==> src/rtl/regfile_wport_arbiter.sv <==
// Write-port arbiter for the 32x32 integer register file.
// Shares the single write port between the in-order WB stage and an
// out-of-order multi-cycle unit. It keeps a pending-write scoreboard to stall
// ID on hazards, holds one completed result in a buffer, and stops WB from
// starving that buffered result.
module regfile_wport_arbiter #(
   parameter int unsigned STARVE_LIMIT = 4
) (
   input  logic        clk_i,
   input  logic        rst_ni,
   input  logic        wb_valid_i,
   input  logic [4:0]  wb_rd_addr_i,
   input  logic [31:0] wb_rd_wdata_i,
   input  logic        mc_issue_i,
   input  logic [4:0]  mc_issue_rd_i,
   input  logic        mc_done_valid_i,
   input  logic [4:0]  mc_done_rd_i,
   input  logic [31:0] mc_done_wdata_i,
   output logic        mc_done_ready_o,
   input  logic [4:0]  id_rs1_addr_i,
   input  logic [4:0]  id_rs2_addr_i,
   input  logic [4:0]  id_rd_addr_i,
   input  logic        id_rd_write_i,
   output logic        id_stall_o,
   output logic        wb_hold_o,
   output logic        rf_we_o,
   output logic [4:0]  rf_waddr_o,
   output logic [31:0] rf_wdata_o,
   output logic        err_o
);

   localparam logic [3:0] LIMIT = 4'(STARVE_LIMIT);

   logic [31:0] pending_q, pending_d;
   logic        buf_valid_q, buf_valid_d;
   logic [4:0]  buf_rd_q, buf_rd_d;
   logic [31:0] buf_wdata_q, buf_wdata_d;
   logic [3:0]  starve_q, starve_d;
   logic        err_q, err_d;

   logic wb_owns;
   logic commit;
   logic done_hs;
   logic issue_conflict;

   // Write-port arbitration and status outputs; WB (rd!=0) always wins.
   always_comb begin
      // NOTE: every output gets a default first, so no path through the block
      // leaves a signal unassigned and no latch is inferred.
      rf_we_o         = 1'b0;
      rf_waddr_o      = '0;
      rf_wdata_o      = '0;
      wb_owns         = wb_valid_i && (wb_rd_addr_i != 5'd0);
      commit          = buf_valid_q && !wb_owns;
      mc_done_ready_o = !buf_valid_q;
      done_hs         = mc_done_valid_i && !buf_valid_q;
      wb_hold_o       = (starve_q == LIMIT);
      err_o           = err_q;

      if (wb_owns) begin
         rf_we_o    = 1'b1;
         rf_waddr_o = wb_rd_addr_i;
         rf_wdata_o = wb_rd_wdata_i;
      end else if (buf_valid_q) begin
         rf_we_o    = 1'b1;
         rf_waddr_o = buf_rd_q;
         rf_wdata_o = buf_wdata_q;
      end

      // Registered scoreboard: the stall persists through the commit cycle.
      id_stall_o = (pending_q[id_rs1_addr_i] && (id_rs1_addr_i != 5'd0)) ||
                   (pending_q[id_rs2_addr_i] && (id_rs2_addr_i != 5'd0)) ||
                   (id_rd_write_i && pending_q[id_rd_addr_i] && (id_rd_addr_i != 5'd0));
   end

   // Next-state for scoreboard, result buffer, starve counter and error flag.
   always_comb begin
      pending_d   = pending_q;
      buf_valid_d = buf_valid_q;
      buf_rd_d    = buf_rd_q;
      buf_wdata_d = buf_wdata_q;
      starve_d    = starve_q;
      err_d       = err_q;

      // Clear first so that a same-cycle issue to the committing rd wins.
      if (commit) begin
         pending_d[buf_rd_q] = 1'b0;
         buf_valid_d         = 1'b0;
         starve_d            = '0;
      end else if (buf_valid_q && wb_owns && (starve_q != LIMIT)) begin
         starve_d = starve_q + 4'd1;
      end

      if (mc_issue_i && (mc_issue_rd_i != 5'd0)) begin
         pending_d[mc_issue_rd_i] = 1'b1;
      end

      // A result to x0 is accepted and dropped.
      if (done_hs && (mc_done_rd_i != 5'd0)) begin
         buf_valid_d = 1'b1;
         buf_rd_d    = mc_done_rd_i;
         buf_wdata_d = mc_done_wdata_i;
      end

      // Reissuing the rd that is committing this very cycle is legal.
      issue_conflict = mc_issue_i && (mc_issue_rd_i != 5'd0) &&
                       pending_q[mc_issue_rd_i] &&
                       !(commit && (buf_rd_q == mc_issue_rd_i));

      if ((wb_valid_i && wb_hold_o) ||
          (wb_valid_i && pending_q[wb_rd_addr_i]) ||
          (done_hs && (mc_done_rd_i != 5'd0) && !pending_q[mc_done_rd_i]) ||
          issue_conflict) begin
         err_d = 1'b1;
      end
   end

   // State registers; everything, including buffer contents, is cleared on reset.
   always_ff @(posedge clk_i or negedge rst_ni) begin
      if (!rst_ni) begin
         pending_q   <= '0;
         buf_valid_q <= 1'b0;
         buf_rd_q    <= '0;
         buf_wdata_q <= '0;
         starve_q    <= '0;
         err_q       <= 1'b0;
      end else begin
         // NOTE: non-blocking assignments so every flop samples pre-edge values.
         pending_q   <= pending_d;
         buf_valid_q <= buf_valid_d;
         buf_rd_q    <= buf_rd_d;
         buf_wdata_q <= buf_wdata_d;
         starve_q    <= starve_d;
         err_q       <= err_d;
      end
   end

endmodule

==> config.mk <==
export PLATFORM = sky130hd
export DESIGN_NAME = regfile_wport_arbiter
export DESIGN_NICKNAME = d
export VERILOG_FILES = /design/src/rtl/regfile_wport_arbiter.sv
export SDC_FILE = /design/constraint.sdc
export NUM_CORES = 1
export LEC_CHECK = 0
export BUFFER_PORTS_ARGS = -buffer_cell sky130_fd_sc_hd__buf_2
export CORE_MARGIN = 1
export CORE_UTILIZATION = 54
export DETAILED_ROUTE_END_ITERATION = 10
export GPL_TIMING_DRIVEN = 1
export PLACE_DENSITY_LB_ADDON = 0.15
export SLEW_MARGIN = 5
export SYNTH_ARGS = -nofsm -noshare
export SYNTH_HDL_FRONTEND = slang
export SYNTH_SLANG_ARGS = --single-unit
==> constraint.sdc <==
create_clock -name clk_i -period 1.85 [get_ports clk_i]
set_input_delay 0.0925 -clock clk_i [delete_from_list [all_inputs] [get_ports clk_i]]
set_output_delay 0.0925 -clock clk_i [all_outputs]
set_load 0.01 [all_outputs]
==> results by group <==
Detailed routing
  • Post-Route WL: ~18000 um
  • DR top layer: met4
  • DR vias: ~5400
  • Antenna-violating nets left: 0
  • Met1 Wirelength: ~7000 um
  • Met3 wire len: about 2000 um
  • WL/cell: ~20 um
  • DR iter-0 viols: about 650
  • Met2 routed WL: roughly 8000 um
  • Detailed Routing Iterations Pass 1: 6
  • Drt via density: between 6 and 7
  • DRC: 0

Setup path
  • Req. time, crit path: around 1.8 ns
  • Slowest stage delay, CP: between 0.4 and 0.5 ns
  • Worst Setup End Kind: output pin
  • Crit Path Class: reg2out
  • Critical path's slowest cell: mux4_2
  • Most frequent CP cell: mux4_2
  • CP cell instances: mux4_2 -> mux4_2 -> a211oi_2 -> o2111ai_1 -> buf_2
  • Max FO, Critical Path: 4
  • CP Launch Type: register
  • Worst Path Arrival: between 2 and 2.5 ns

Timing
  • Hold Violations, Final: 0
  • Slew @ Worst Pin: 0.435 ns
  • FMAX: 0.440 GHz
  • Setup Skew: between 0.015 and 0.02 ns
  • Hold Slack: about 0.047 ns
  • Fin. max-slew vios: 0
  • Post-layout min period: 2.28 ns
  • Slew margin rel.: 0.710
  • Setup slack after layout: -0.425 ns
  • Fin crit share: 1.23
  • RSZ-0062 raised after global routing: true
  • # setup viols final: 2

Synthesis
  • FFs w/ async S/R, synth: 1.00
  • Synth top area share: 0.359
  • Post-synth cell types: between 40 and 50
  • Cells after Synth: roughly 520
  • Post-synth EDFFs: 0
  • Syn Area/Cell: 10.1 um^2
  • Mapped Area: around 5200 um^2
  • Sequential-to-total area share from yosys stat: 0.359
  • Dominant cell type by area after synthesis: dfrtp_1
  • Yosys warns: 0
  • Flops & latches, synth: between 70 and 80
  • Top_reg_cell synth: dfrtp_1
  • Main area contributors after synthesis: dfrtp_1, mux4_2, mux2_2, nand2_1, nand3_1
  • Synth Net Count: roughly 620

Power and ir drop
  • Net Sw Power: roughly 0.0027 W
  • Comb pwr share: 0.472
  • Peak VDD IR: 0.661 mV
  • P per Cell Area: around 1000 nW/um^2
  • Clk pwr share: 0.183
  • Internal: around 0.0046 W
  • Sw Share: 0.371
  • Static leakage: approximately 3.2 nW
  • Share of power burned in registers: 0.345

Global route
  • Global-route wire length before repair: roughly 28000 um
  • Largest net degree at the start of global routing: between 70 and 80
  • Number of global-route vias before repair: between 5000 and 6000
  • GRT Total Usage: 0.373
  • Gr ovfl total: 0
  • Initial antenna violation count: 0

Status
  • Run status: finished with violations
  • Failing checks: setup timing

Floorplan
  • Die W: ~100 um
  • Row cnt: 35
  • Die ar.: ~10000 um^2
  • IO Count: between 100 and 150
  • Starting Density: 0.560
  • Core ar.: 9330 um^2
  • DIE HEIGHT: approximately 100 um

Final layout
  • Area delta synth->final: 35.8%
  • Ant diodes: 0
  • Fin cells: 873
  • Final core utilization: 0.761
  • Final net count: 841
  • Ratio of cells with drive above 1 in the final layout: 0.429

Clock tree
  • CTS clk-pin slew, worst paths: ~0.080 ns
  • Root buf cell: clkbuf_8
  • Clock net sink count: 75
  • Clock tree buffer depth: 2
  • CTS buffer count: 9
  • H-tree levels: 3
  • Clk_lat worst skew: between 0.3 and 0.4 ns
  • TritonCTS clock tree: built

Placement
  • Hpwl dp: roughly 12000 um
  • Placed cell count: a little over 800
  • PortBufs: approximately 140
  • Placer's final routability congestion estimate: 0.984

Worst hold path
  • Worst min path class: in2reg

Flow run
  • Max-Cap Viols: 0
area by class of cell:
cell class,count,area [um^2]
clock buffer,10,138
clock inverter,6,71.3
fill,632,2230
inverter,10,37.5
multi-input combinational,394,3160
sequential,75,1880
tap,129,161
timing repair buffer,249,1650
stage by stage:
stage	setup TNS, ns	cell area [um^2]	power (W)	setup WS (ns)
floorplan	0	5230	0.00428	0.0329
global placement	-0.346	6470	0.00565	-0.0953
detailed placement	-0.367	6470	0.00572	-0.0940
CTS	-0.435	7020	0.00714	-0.435
global route	-0.762	7100	0.00770	-0.557
finish	-0.526	7100	0.00733	-0.425
synthesized netlist by cell type, drive strengths merged (2+ instances only):
cell	n
a21oi	2
buf	14
nand3b	4
nand2b	5
ha	2
dfrtp	75
clkbuf	24
nor2	7
mux2i	20
nand2	93
nand4	7
mux2	37
and3	2
xor2	5
o211ai	3
nor2b	6
or3	7
o2111ai	2
nor3b	4
o31ai	5
mux4	44
nand3	48
o21ai	69
nor3	3
inv	10
o31a	2
worst max-delay path: cells and delay by family (launching register included):
kind            cells  cell delay (ns)
buf+inv             1             0.15
mux                 2             0.96
flops               1             0.42
compound gates      2             0.30
path summary, 6_finish.rpt:
kind | slack, ns | depth (start not counted) | start | to
worst max-delay path | -0.43 | 5 | pending_q[17] | id_stall_o
worst min-delay path | 0.05 | 3 | mc_done_rd_i[3] | buf_rd_q[3]
worst max register to register | -0.10 | 7 | pending_q[19] | err_o
worst min register to register | 0.50 | 2 | starve_q[3] | starve_q[3]
max in group asynchronous | 1.25 | 3 | rst_ni | buf_wdata_q[28]
min in group asynchronous | 0.30 | 3 | rst_ni | pending_q[9]
state kept, by name, summed over array words and instances, names as in the netlist:
| signal | flops |
|---|---|
| buf_wdata_q | 32 |
| buf_rd_q | 5 |
| buf_valid_q | 1 |
| err_o | 1 |
| pending_q | 32 |
| starve_q | 4 |
cells by family after synthesis:
kind of cell | share of synthesized area
buf+inv | 0.0383
fa+ha+maj | 0.00479
flops | 0.359
compound gates | 0.111
simple gates | 0.171
mux | 0.308
xor+xnor | 0.00838
power by group through the flow:
stage / clock (W) / combinational (W) / sequential (W)
after floorplan: 0 / 0.00177 / 0.00251
after global placement: 0 / 0.00314 / 0.00251
after detailed placement: 0 / 0.00318 / 0.00254
after CTS: 0.00136 / 0.00327 / 0.00250
after global routing: 0.00143 / 0.00369 / 0.00258
final: 0.00134 / 0.00346 / 0.00253
per-layer routing:
layer  vias up  global-route usage
met2       328               0.558
met5         -                   0
met1      2620               0.525
met4         0               0.136
met3        67              0.0996
li1       2378                   -
cell usage in the layout (no fill, tap or decap), types with 2 or more instances in the layout:
cell type      count
xor2_1             5
or3_1              6
dfrtp_1           75
buf_6              5
o21ai_1           23
a21oi_1            2
buf_4             67
o211ai_1           3
o31ai_1            4
nand3b_1           4
mux2i_1           20
nand2b_1           5
clkbuf_8          10
dlygate4sd3_1     33
o2111ai_1          2
buf_12             2
nand4_1            7
nand3_1           48
nor3b_1            4
nor3_1             3
nand2_1           93
o21ai_0           46
buf_2            141
inv_6              2
nor2_1             7
inv_1             10
ha_1               2
mux2_2            37
nor2b_1            6
mux4_2            44
clkinvlp_4         2
and3_1             2
repair_timing:
item	in CTS	in global routing
resized for setup	3	7
pin swaps	8	3
hold buffers	33	0
endpoints found under the setup margin	24	27
hold endpoints to repair	107	0
setup buffers	3	6
(Power assumes the default switching activity.)
